<file path="src/rtl/adc_pkg.sv">
// adc_pkg: shared definitions for the ADC decimator slice.
//   ADC_DECIM_LOG2_DEF - default log2 of the decimation ratio
//   adc_out_w()        - sample width that holds the full-scale count
//   adc_decim_state_t  - window FSM states
package adc_pkg;

  localparam int ADC_DECIM_LOG2_DEF = 6;

  // A window of 2^n ones counts to 2^n, which needs n+1 bits.
  function automatic int adc_out_w(input int decim_log2);
    return decim_log2 + 1;
  endfunction

  typedef enum logic {IDLE, ACCUM} adc_decim_state_t;

endpackage

</file>
<file path="src/rtl/adc_bit_sync.sv">
// adc_bit_sync: 2-flop synchronizer for the comparator bitstream.
//   clk   in  system clock
//   reset in  asynchronous active-low reset (flops clear to 0)
//   d     in  asynchronous input bit
//   q     out synchronized bit, 2 clocks behind d
module adc_bit_sync (
  input  logic clk,
  input  logic reset,
  input  logic d,
  output logic q
);

  logic ff1_q, ff1_d;
  logic ff2_q, ff2_d;

  always_comb begin
    ff1_d = d;
    ff2_d = ff1_q;
  end

  always_ff @(posedge clk or negedge reset) begin
    if (!reset) begin
      ff1_q <= 1'b0;
      ff2_q <= 1'b0;
    end else begin
      ff1_q <= ff1_d;
      ff2_q <= ff2_d;
    end
  end

  assign q = ff2_q;

endmodule

</file>
<file path="src/rtl/adc_decimator.sv">
// adc_decimator: counts ones in the 1-bit comparator stream over windows of
// 2^DECIM_LOG2 clocks and emits one count per window through a single-entry
// valid/ready output register. A finished count that finds the register
// occupied (and not being popped) is dropped and raises a sticky overrun.
//   clk          in  system clock
//   reset        in  asynchronous active-low reset
//   enable       in  1 = accumulate windows, 0 = idle (partial discarded)
//   bit_in       in  comparator bitstream
//   sample_data  out count of ones in the last completed window
//   sample_valid out sample_data holds an unconsumed sample
//   sample_ready in  consumer accepts the sample
//   overrun      out sticky: a completed sample was dropped
//   overrun_clr  in  synchronous clear of overrun (a new overrun wins)
// Build option ADC_DECIM_SYNC_EN: bit_in goes through a 2-flop synchronizer;
// enable is delayed by the same 2 clocks so the window still covers the raw
// bits from the enable-rise clock onward.
module adc_decimator
  import adc_pkg::*;
#(
  parameter int DECIM_LOG2 = ADC_DECIM_LOG2_DEF,
  parameter int OUT_W      = adc_out_w(DECIM_LOG2)
) (
  input  logic             clk,
  input  logic             reset,
  input  logic             enable,
  input  logic             bit_in,
  output logic [OUT_W-1:0] sample_data,
  output logic             sample_valid,
  input  logic             sample_ready,
  output logic             overrun,
  input  logic             overrun_clr
);

  localparam logic [DECIM_LOG2-1:0] PH_MAX = '1;

  logic bit_s, en_s;

`ifdef ADC_DECIM_SYNC_EN
  logic [1:0] en_pipe_q, en_pipe_d;

  adc_bit_sync u_sync (.clk(clk), .reset(reset), .d(bit_in), .q(bit_s));

  always_comb en_pipe_d = {en_pipe_q[0], enable};

  always_ff @(posedge clk or negedge reset) begin
    if (!reset) en_pipe_q <= '0;
    else        en_pipe_q <= en_pipe_d;
  end

  assign en_s = en_pipe_q[1];
`else
  assign bit_s = bit_in;
  assign en_s  = enable;
`endif

  adc_decim_state_t      state_q, state_d;
  logic [DECIM_LOG2-1:0] phase_q, phase_d;
  logic [OUT_W-1:0]      acc_q, acc_d;
  // One-stage hand-off of a finished window to the output register.
  logic                  done_q, done_d;
  logic [OUT_W-1:0]      result_q, result_d;
  logic [OUT_W-1:0]      data_q, data_d;
  logic                  valid_q, valid_d;
  logic                  ovr_q, ovr_d;

  logic [DECIM_LOG2-1:0] phase_cur;
  logic [OUT_W-1:0]      acc_sum;

  // Window counters: the enable-rise clock already counts as bit 0.
  always_comb begin
    state_d   = state_q;
    phase_d   = phase_q;
    acc_d     = acc_q;
    done_d    = 1'b0;
    result_d  = result_q;
    phase_cur = (state_q == ACCUM) ? phase_q : '0;
    acc_sum   = ((state_q == ACCUM) ? acc_q : '0) + OUT_W'(bit_s);
    if (!en_s) begin
      state_d = IDLE;
      phase_d = '0;
      acc_d   = '0;
    end else begin
      state_d = ACCUM;
      if (phase_cur == PH_MAX) begin
        done_d   = 1'b1;
        result_d = acc_sum;
        phase_d  = '0;
        acc_d    = '0;
      end else begin
        phase_d = phase_cur + 1'b1;
        acc_d   = acc_sum;
      end
    end
  end

  // Output register: a pop in the completion cycle frees the slot.
  always_comb begin
    data_d  = data_q;
    valid_d = valid_q;
    ovr_d   = ovr_q;
    if (overrun_clr) ovr_d = 1'b0;
    if (done_q) begin
      if (!valid_q || sample_ready) begin
        data_d  = result_q;
        valid_d = 1'b1;
      end else begin
        ovr_d = 1'b1;
      end
    end else if (valid_q && sample_ready) begin
      valid_d = 1'b0;
    end
  end

  always_ff @(posedge clk or negedge reset) begin
    if (!reset) begin
      state_q  <= IDLE;
      phase_q  <= '0;
      acc_q    <= '0;
      done_q   <= 1'b0;
      result_q <= '0;
      data_q   <= '0;
      valid_q  <= 1'b0;
      ovr_q    <= 1'b0;
    end else begin
      state_q  <= state_d;
      phase_q  <= phase_d;
      acc_q    <= acc_d;
      done_q   <= done_d;
      result_q <= result_d;
      data_q   <= data_d;
      valid_q  <= valid_d;
      ovr_q    <= ovr_d;
    end
  end

  assign sample_data  = data_q;
  assign sample_valid = valid_q;
  assign overrun      = ovr_q;

endmodule

</file>
<file path="config.mk">
export PLATFORM = sky130hd
export DESIGN_NAME = adc_decimator
export DESIGN_NICKNAME = d
export VERILOG_FILES = /design/src/rtl/adc_pkg.sv /design/src/rtl/adc_bit_sync.sv /design/src/rtl/adc_decimator.sv
export SDC_FILE = /design/constraint.sdc
export NUM_CORES = 1
export LEC_CHECK = 0
export ABC_AREA = 1
export CAP_MARGIN = 20
export CELL_PAD_IN_SITES_DETAIL_PLACEMENT = 2
export CELL_PAD_IN_SITES_GLOBAL_PLACEMENT = 2
export CORE_MARGIN = 2
export CORE_UTILIZATION = 31
export DETAILED_ROUTE_END_ITERATION = 7
export GPL_TIMING_DRIVEN = 1
export PLACE_DENSITY_LB_ADDON = 0.1
export SYNTH_ARGS = -nofsm -noshare
export SYNTH_HDL_FRONTEND = slang
export SYNTH_SLANG_ARGS = --single-unit
</file>
<file path="constraint.sdc">
create_clock -name clk -period 1.55 [get_ports clk]
set_input_delay 0.2325 -clock clk [delete_from_list [all_inputs] [get_ports clk]]
set_output_delay 0.2325 -clock clk [all_outputs]
set_load 0.02 [all_outputs]
</file>
# ---- After elaboration in Yosys (flattened, before gate mapping)
# Cells that the tools add are included.
dict set report totals {
  input_bits 6
  latch_bits 0
  mem_bits_ro 0
  reg_bits 31
  word_cells 34
  out_inout_bits 9
  ram_bits 0
  n_memories 0
}
dict set report op_classes {
  n_addsub 2
  mul 0
  mux 15
  n_bitwise 0
  div 0
  n_eq_ne 2
  order_cmp 0
  n_reduce_logical 7
  shift 0
}
# op count
set ops {}
lappend ops {{2-to-1 mux 7 bit} 3}
lappend ops {{2-to-1 mux 6 bit} 3}
lappend ops {{2-to-1 mux 1 bit} 9}
lappend ops {{adder 7 x 1 -> 7 bit} 1}
lappend ops {{adder 6 x 1 -> 6 bit, second input constant} 1}
lappend ops {{equality test 6 bit, second input constant} 1}
lappend ops {{AND reduction 2 bit} 3}
lappend ops {{inequality test 2 x 1 -> 1 bit, second input constant} 1}
lappend ops {{nonzero test 2 bit} 1}
lappend ops {{logical AND 1 bit} 1}
lappend ops {{zero test 1 bit} 1}
lappend ops {{logical OR 1 bit} 1}

# ---- Depth between registers and ports, before layout
# Gate-level depths: netlist of the first run.
dict set report logic_depth {
  word_depth 4
  depth_mapped 11
  depth_no_buf 10
}

# ---- Least setup slack after synthesis of the first run
# OpenSTA, ideal clock, no wires.
dict set report synth_path {
  path_type {flip-flop to flip-flop}
  from {register state_q}
  to {register result_q[6]}
  t_arrival_ns 1.375
  stages_incl_launch_ff 11
  synth_period_minus_slack_ns 1.493
  setup_ns 0.118
  required_time_ns 1.432
  slack_ns 0.057
  cell_sequence {dfrtp_1 -> buf_6 -> nand2_1 -> inv_1 -> ha_1 -> ha_1 -> nand2_1 -> nor2_1 -> nand4_1 -> nand3_1 -> nand2_1}
}
dict set report synth_via {
  elab_chain_len 3
  word_cells_on_any_way 5
}
# element line_no
set synth_lines {}
lappend synth_lines {{start, declared} adc_decimator.sv:56} ;# adc_decim_state_t state_q, state_d;
lappend synth_lines {{start signal, assigned} adc_decimator.sv:125} ;# state_q <= state_d;
lappend synth_lines {{parallel branches: the longest is 3 deep, another holds adder 7 x 1 -> 7 bit} -}
lappend synth_lines {{end signal, assigned} adc_decimator.sv:129} ;# result_q <= result_d;
lappend synth_lines {{end, declared} adc_decimator.sv:61} ;# logic [OUT_W-1:0] result_q, result_d;
# Several ways; the timed one is not identified.
# A chain may end at the register's enable or synchronous reset.

# ---- Worst setup path in the final report of the first run
dict set report layout_path {
  from {register state_q}
  to {register result_q[1]}
}
# The elaborated chain is that of the path after synthesis.

==> flow_metrics.tcl, run 1 <==
set metrics [dict create \
    status "complete, no violations" \
    endpoint_kind "flip-flop" \
    finalSetupViolations 0 \
    dieArea_sq_mm 0.00500 \
    syn_avg_cell_area_sq_um 9.58 \
    path_buf_inv 2 \
    placed_area_sq_mm 0.00163 \
    drc 0 \
    fin_util_pct 41.4 \
    critPathMaxStageDelay_ns 0.43 \
    cp_slowest_cell "dfrtp_2" \
    min_period_ns 1.46 \
    finalHoldViolations 0 \
    synthDistinctLibCells 22 \
    path_depth 8 \
    grtUsageTotal_pct 15.1 \
    regToRegStartpoint "state_q" \
    htreeDepth 2 \
    seq_area_frac_synth_pct 56.2 \
    num_io_pins 15 \
    syn_area_sq_mm 0.00138 \
    yosys-top-cells-area "dfrtp_1 (56%), nand2_1 (11%), inv_1 (4.9%)" \
    grt_max_degree 32 \
    leakage_nw 0.888 \
    reg2reg_slack_ns 0.09 \
    diodes 0 \
    cp_top_family "simple AND/OR/NAND/NOR gates" \
    syn_nets 154 \
    syn_to_final_growth_pct 29.8 \
    grt_overflow 0 \
    finalMaxSlewViolations 0 \
    synth.most_common_cell "nand2_1" \
    yosysWarnings 0 \
    cp_cell_sequence "nand2_2 > inv_1 > ha_1 > inv_2 > nor2_4 > nand3_2 > nand2_1 > o21ai_1" \
    fin_skew_ns 0.00602 \
    via_per_inst 4.72 \
    final.fill_count 485 \
    yosysTopAreaCell "dfrtp_1" \
    dp_hpwl_um 2480 \
    clk_root_buffer_cell "clkbuf_8" \
    antenna_found_initial 0 \
    clkSinkCount 31 \
    setup.worst_path.end "result_q[1]" \
    drt-pass1-iter-count 4 \
    fmax_mhz 684 \
    post-route-period-util_pct 94.4 \
    rsz0062_at_grt "yes" \
    final_cell_area_sq_mm 0.00179 \
    synthArstFlopShare_pct 100 \
    startpoint "state_q" \
    fin_nets 184 \
    drt_wl_total_um 3390 \
    cts_inserted_buffers 5 \
    synth_ff_type "dfrtp_1" \
    fp.dieW_um 70.7 \
    synth-seq-cells 31 \
    yosysTopAreaCellShare_pct 56.2 \
    crit_path_max_fanout 8 \
    cts.path.max_buffers 2 \
    drt_iter0_markers 14 \
    hold_class "input port to async pin" \
    rows 24 \
    coreArea_sq_mm 0.00432 \
    cap_violations 0 \
    portBuffers 14 \
    vias 1066 \
    insertion_delay_ns 0.28 \
    powerDensity_mw_per_mm2 879 \
    critPathLaunchType "flip-flop" \
    die_h_um 70.7 \
    required_ns 1.72 \
    peakVddDrop_mv 0.491 \
    synth.top_cells.by_count "nand2_1 (40), dfrtp_1 (31), inv_1 (18)" \
    synth_edf_count 0 \
    synthCells 144 \
    grt_pass1_vias 1180 \
    critical_path_arrival_ns 1.63 \
    clk_pin_slew_ns 0.07 \
    grt_first_pass_wirelength_um 5800 \
    start_util_pct 31.9 \
    detail-route-antenna-nets 0 \
    crit_type "flip-flop to flip-flop" \
    final_layout_size_suffix_gt1_share_pct 24.1 \
    cts_tree "built" \
    tightestPinTransition_ns 0.416 \
    r2r_end "result_q[1]" \
    relSlewSlack_pct 72.3 \
    wl_per_cell_um 15.0 \
    place.gp.congestion 0.757 \
    rr_worst_depth 8 \
]
## worst min path at each step
stage | cells after the start | slack [ns] | to | start
after floorplan | 0 | -0.06 | acc_q[0] | reset
after global placement | 2 | 0.46 | sample_valid | done_q
after detailed placement | 2 | 0.47 | result_q[5] | result_q[5]
after CTS | 2 | 0.37 | sample_data[2] | reset
after global routing | 2 | 0.38 | sample_data[2] | reset
final | 2 | 0.36 | sample_data[2] | reset
## state kept, by name, summed over array words and instances (netlist names)
register      cells
done_q            1
phase_q           6
sample_data       7
acc_q             7
overrun           1
state_q           1
sample_valid      1
result_q          7
## per-stage QoR
step                      setup WS, ns  hold slack (ns)  TNS (ns)  power (W)  std cells
after global placement          -0.120            0.456    -0.428   0.000939        216
after detailed placement        -0.204            0.474    -0.904   0.000943        216
after CTS                      0.00154            0.371         0    0.00159        223
final                           0.0870            0.360         0    0.00158        226
after floorplan                 0.0571          -0.0631         0   0.000882        144
after global routing           -0.0267            0.385    -0.103    0.00166        226
## layer usage
metal / share of wire, % / global-route usage, %
met4: 0.74 / 3.77
met5: 0 / 0
met3: 3.6 / 4.99
met2: 50 / 24.5
met1: 45 / 19.7
## cells by family after synthesis
logic type               Yosys count  synth area share (%)
adder cells (fa/ha/maj)            4                  3.63
AO/OA/AOI/OAI                     18                  6.98
flip-flops                        31                  56.2
buffers and inverters             19                  5.71
multiplexers                       5                  4.08
XOR/XNOR                           2                  1.27
AND/OR/NAND/NOR                   65                  22.1
## cell type report
type | instances | area, sq um | area share, %
clock buffers | 6 | 82.6 | 4.61
clock inverters | 1 | 5.00 | 0.279
inverters | 18 | 67.6 | 3.77
multi-input cells | 94 | 576 | 32.1
flip-flops and latches | 31 | 777 | 43.4
well taps | 52 | 65.1 | 3.63
repair buffers | 24 | 219 | 12.2
## worst reg2reg max path: stages (launching register included)
cell     delay, ns
dfrtp_2       0.43
nand2_2       0.08
inv_1         0.08
ha_1          0.17
inv_2         0.06
nor2_4        0.16
nand3_2       0.20
nand2_1       0.11
o21ai_1       0.06
## where the power goes
group	internal, W	switching, W
Sequential	0.000824	0.00000876
Combinational	0.0000434	0.0000596
Clock	0.000348	0.000291
## what timing repair did
action | in CTS | in global routing
gates cloned | 0 | 0
setup buffers | 0 | 3
hold buffers | 0 | 0
pin swaps | 1 | 5
endpoints found under the setup margin | 5 | 16
gates resized for setup | 4 | 12
## cell usage in the layout (no fill, tap or decap), drive strengths merged
cell type and count:
o21ai 10, clkbuf 6, xor2 1, inv 18, nor2 14, xnor2 1, buf 10, clkinv 1
clkdlybuf4s50 14, o21bai 2, mux2 5, nand2 44, dfrtp 31, a21oi 5, nand4 1, nand3 6
ha 4, o22ai 1
Power figures use the tool's default switching activity.
==> inputs of run 2 (changes only) <==
- PLACE_DENSITY: default -> 0.76
- PLACE_DENSITY_LB_ADDON: 0.1 -> default
==> run 2 against run 1 <==
Net effect: the run now ends with setup timing left; combinational power up 25%; register-to-register slack got worse by 0.13 ns; sequential power about the same; clock skew down 0.0017 ns; power increased by 2.5%; die area stayed put; global-route usage is 0.28 points higher; core utilization rose by 2.3 points; non-clock buffer count up 5; via count up 4.5%; count of clock-buffer cells in the layout unchanged; critical endpoint is now acc_q[6]; highest routed layer unchanged.
==> flow_metrics.tcl, run 2 (synthesized netlist as in run 1, its figures left out) <==
set metrics [dict create \
    min_period_ns 1.59 \
    syn_to_final_growth_pct 37.0 \
    holdWs_ns 0.361 \
    dp_hpwl_um 2630 \
    drc 0 \
    die_h_um 70.7 \
    place.gp.congestion 0.736 \
    grt_pass1_vias 1216 \
    fin_nets 189 \
    start_util_pct 31.9 \
    cts.path.max_buffers 2 \
    wl_per_cell_um 17.0 \
    vias 1114 \
    layout_commonest_cell "nand2_1" \
    leakage_nw 0.923 \
    via_per_inst 4.82 \
    final_cell_mix "nand2_1 (33), dfrtp_1 (30), clkdlybuf4s50_1 (14)" \
    powerDensity_mw_per_mm2 855 \
    place_worst_setup_slack_ns -0.186 \
    relSlewSlack_pct 72.3 \
    drt_iter0_markers 65 \
    finalSetupViolations 2 \
    hold_class "input port to async pin" \
    post-route-period-util_pct 103 \
    cts_inserted_buffers 5 \
    cts_tree "built" \
    grt_first_pass_wirelength_um 5890 \
    grt_overflow 0 \
    htreeDepth 2 \
    cap_violations 0 \
    reg2reg_slack_ns -0.04 \
    violations "setup timing" \
    insertion_delay_ns 0.28 \
    final.fill_count 464 \
    grtUsageTotal_pct 15.4 \
    fmax_mhz 628 \
    detail-route-antenna-nets 0 \
    rsz0062_at_grt "yes" \
    clkSinkCount 31 \
    tightestPinTransition_ns 0.415 \
    crit_path_max_fanout 4 \
    crit_type "flip-flop to flip-flop" \
    r2r_end "acc_q[6]" \
    rows 24 \
    fp.dieW_um 70.7 \
    antenna_found_initial 0 \
    final_layout_size_suffix_gt1_share_pct 32.4 \
    critPathLaunchType "flip-flop" \
    coreArea_sq_mm 0.00432 \
    clk_root_buffer_cell "clkbuf_8" \
    diodes 0 \
    peakVddDrop_mv 0.317 \
    status "finished, violations left" \
    fin_skew_ns 0.00431 \
    setup_slack_ns -0.0432 \
    finalMaxSlewViolations 0 \
    rr_worst_depth 10 \
    portBuffers 14 \
    drt_wl_total_um 3930 \
    clk_pin_slew_ns 0.07 \
    critical_path_arrival_ns 1.80 \
    num_io_pins 15 \
    endpoint_kind "flip-flop" \
    finalHoldViolations 0 \
    grt_max_degree 32 \
    p_total_w 0.00162 \
    dieArea_sq_mm 0.00500 \
    regToRegStartpoint "state_q" \
    required_ns 1.76 \
    drt-pass1-iter-count 4 \
]
run 2: layout make-up:
cell class / instances / area, sq um / area share, %
Multi-Input combinational cell: 94 / 628 / 33.2
Inverter: 18 / 72.6 / 3.84
Timing Repair Buffer: 29 / 260 / 13.8
Clock inverter: 1 / 5.00 / 0.265
Sequential cell: 31 / 777 / 41.1
Tap cell: 52 / 65.1 / 3.44
Clock buffer: 6 / 82.6 / 4.37
run 2: how the worst max path moves through the flow:
stage | start | endpoint | cells after the start
after detailed placement | bit_in | acc_q[6] | 9
after global placement | bit_in | result_q[6] | 8
final | state_q | acc_q[6] | 10
after floorplan | state_q | result_q[6] | 10
after global routing | state_q | acc_q[6] | 10
after CTS | state_q | result_q[3] | 10
run 2: critical path: stages (launching register included):
cell	delay, ns
dfrtp_2	0.41
nand2_1	0.08
inv_2	0.09
ha_4	0.14
ha_4	0.13
nand2_1	0.09
nor2_2	0.16
nand3_1	0.13
nand2_2	0.10
nand2_1	0.07
nor2_1	0.11
run 2: report_power, final:
part           switching (W)  total, W  internal [W]
registers          0.0000108  0.000835      0.000824
logic              0.0000712  0.000129     0.0000581
clock network       0.000303  0.000651      0.000348
total               0.000385   0.00162       0.00123
run 2: routing by layer:
layer	routed length (um)	GRT usage, %	vias to the layer above
li1	-	-	523
met4	67	5.66	0
met2	2170	28.2	22
met5	0	0	-
met1	1540	17.7	561
met3	147	2.99	8
run 2: timing repair:
| action | CTS | global route |
|---|---|---|
| buffers inserted | 1 | 2 |
| hold endpoints to repair | 0 | 0 |
| hold buffers | 0 | 0 |
| setup endpoints to repair | 15 | 19 |
| pin swaps | 0 | 9 |
| resized for setup | 2 | 32 |
run 2: metrics by stage:
| step | std cells | utilization [%] | setup TNS (ns) | area [sq um] |
|---|---|---|---|---|
| 6_report | 231 | 43.7 | -0.0457 | 1890 |
| 5_1_grt | 231 | 43.7 | -0.348 | 1890 |
| 4_1_cts | 229 | 41.0 | 0 | 1770 |
| 3_5_place_dp | 221 | 38.5 | -1.12 | 1660 |
| 3_3_place_gp | 221 | 38.5 | -0.278 | 1660 |
| 2_1_floorplan | 144 | - | 0 | 1380 |
==> inputs of run 3 (changes only) <==
- ABC_AREA: 1 -> default
- CORE_UTILIZATION: 31 -> 33
==> run 3 against run 2 <==
Net effect: the flow still finishes with violations (setup timing); core utilization rose by 5.1 points; sequential power shrank 1%; worst setup slack improved by 0.0059 ns; highest routed layer unchanged; critical path type unchanged; synthesized cell count shrank 22%; first-iteration DRC count decreased by 58%; clock skew increased by 0.00051 ns; via count fell by 9.0%; hold slack lost 0.0086 ns; non-clock buffer count is 2 higher; die area decreased by 6.8%.
==> flow_metrics.tcl, run 3 <==
set metrics [dict create \
    fmax_mhz 630 \
    dieArea_sq_mm 0.00466 \
    cts_inserted_buffers 5 \
    synth.top_cells.by_count "dfrtp_1 (31), mux2_2 (10), nand2_1 (10)" \
    yosysWarnings 0 \
    place_worst_setup_slack_ns -0.222 \
    yosysTopAreaCellShare_pct 56.9 \
    required_ns 1.76 \
    drt-pass1-iter-count 4 \
    wl_per_cell_um 20.3 \
    via_per_inst 5.07 \
    multi_input_area_sq_um 708 \
    finalSetupViolations 7 \
    final_cell_mix "dfrtp_1 (30), buf_4 (15), clkdlybuf4s50_1 (14)" \
    critical_path_arrival_ns 1.80 \
    synthArstFlopShare_pct 100 \
    post-route-period-util_pct 102 \
    grt_pass1_vias 1151 \
    final.fill_count 390 \
    rows 23 \
    dp.cells 187 \
    vias 1014 \
    status "finished, violations left" \
    violations "setup timing" \
    crit_type "flip-flop to flip-flop" \
    setup_slack_ns -0.0373 \
    clk_root_buffer_cell "clkbuf_8" \
    syn_area_sq_mm 0.00136 \
    fp.dieW_um 68.3 \
    grt_first_pass_wirelength_um 5460 \
    leakage_nw 0.882 \
    antenna_found_initial 0 \
    die_h_um 68.3 \
    htreeDepth 2 \
    regToRegStartpoint "state_q" \
    fin_nets 159 \
    hold_class "input port to async pin" \
    synthDistinctLibCells 29 \
    fin_skew_ns 0.00482 \
    synth-seq-cells 31 \
    relSlewSlack_pct 73.2 \
    synth_edf_count 0 \
    final_cell_area_sq_mm 0.00195 \
    dp_hpwl_um 2450 \
    cts_tree "built" \
    num_io_pins 15 \
    tightestPinTransition_ns 0.400 \
    peakVddDrop_mv 0.726 \
    r2r_end "acc_q[6]" \
    syn_nets 123 \
    drc 0 \
    drt_iter0_markers 27 \
    stdcell_count 200 \
    drt_wl_total_um 4050 \
    syn_to_final_growth_pct 43.3 \
    powerDensity_mw_per_mm2 905 \
    placed_area_sq_mm 0.00168 \
    critPathLaunchType "flip-flop" \
    crit_path_max_fanout 8 \
    rsz0062_at_grt "yes" \
    finalMaxSlewViolations 0 \
    yosysTopAreaCell "dfrtp_1" \
    clkSinkCount 31 \
    portBuffers 14 \
    rr_worst_depth 6 \
    reg2reg_slack_ns -0.04 \
    grt_max_degree 32 \
    insertion_delay_ns 0.30 \
    yosys-top-cells-area "dfrtp_1 (57%), mux2_2 (8.3%), and2_1 (3.7%)" \
    place.gp.congestion 0.735 \
    synthCells 113 \
    seq_area_sq_um 777 \
    min_period_ns 1.59 \
    endpoint_kind "flip-flop" \
    detail-route-antenna-nets 0 \
    grt_overflow 0 \
    seq_area_frac_synth_pct 56.9 \
    synth.most_common_cell "dfrtp_1" \
    cap_violations 0 \
    cts.path.max_buffers 2 \
    start_util_pct 34.1 \
    layout_commonest_cell "dfrtp_1" \
    diodes 0 \
    syn_avg_cell_area_sq_um 12.1 \
    final_layout_size_suffix_gt1_share_pct 43.3 \
    coreArea_sq_mm 0.00400 \
    finalHoldViolations 0 \
    synth_ff_type "dfrtp_1" \
    clk_pin_slew_ns 0.07 \
    grtUsageTotal_pct 16.8 \
]
-- run 3: through the flow --
stage / total power, W / hold slack (ns) / setup TNS, ns / util, %
2_1_floorplan: 0.000865 / -0.0631 / -0.366 / -
3_3_place_gp: 0.000914 / 0.452 / -0.719 / 42.0
3_5_place_dp: 0.000919 / 0.476 / -1.53 / 42.0
4_1_cts: 0.00176 / 0.350 / -0.0631 / 45.5
5_1_grt: 0.00183 / 0.383 / -0.700 / 48.8
6_report: 0.00177 / 0.352 / -0.155 / 48.8
-- run 3: layer usage --
layer	global-route usage, %	share of wire, %
met1	17.8	40
met2	30.6	56
met3	5.26	2.8
met4	7.25	1.3
met5	0	0
-- run 3: area by class of cell --
cell class                      instances  share of cell area [%]
Clock buffer                            6                    4.23
Timing Repair Buffer                   31                    14.1
Sequential cell                        31                    39.8
Multi-Input combinational cell         77                    36.3
Clock inverter                          2                    1.79
Inverter                                3                   0.577
Tap cell                               50                    3.21
-- run 3: cells by family (layout without fill, tap and decap cells) --
kind of cell / Yosys count / count (layout) / synth area share, %
adder cells (fa/ha/maj): 4 / 4 / 3.67
AND/OR/NAND/NOR: 38 / 38 / 16.8
flip-flops: 31 / 31 / 56.9
multiplexers: 10 / 10 / 8.26
AO/OA/AOI/OAI: 19 / 19 / 9.00
buffers and inverters: 5 / 42 / 1.47
XOR/XNOR: 6 / 6 / 3.86
-- run 3: how the worst max path moves through the flow --
stage / from / end / cells past startpoint
global placement: bit_in / result_q[6] / 6
finish: state_q / acc_q[6] / 6
detailed placement: bit_in / result_q[6] / 6
global route: state_q / acc_q[2] / 7
floorplan: state_q / result_q[0] / 6
CTS: state_q / acc_q[2] / 7
-- run 3: critical path, cell delays in order (launching register included) --
cell	delay [ns]
dfrtp_2	0.43
buf_6	0.15
and2_4	0.15
ha_4	0.17
nand2_2	0.07
or3_4	0.37
a21oi_2	0.17
-- run 3: report_power, final --
| part | internal, W | leakage (nW) | switching [W] |
|---|---|---|---|
| clock | 0.000520 | 0.0612 | 0.000322 |
| combinational | 0.0000493 | 0.394 | 0.0000505 |
| sequential | 0.000817 | 0.426 | 0.00000910 |
-- run 3: what timing repair did --
item / in CTS / in global routing
gates resized for setup: 7 / 22
pin swaps: 1 / 6
buffers inserted: 0 / 5
hold buffers: 0 / 0
endpoints found under the setup margin: 15 / 17
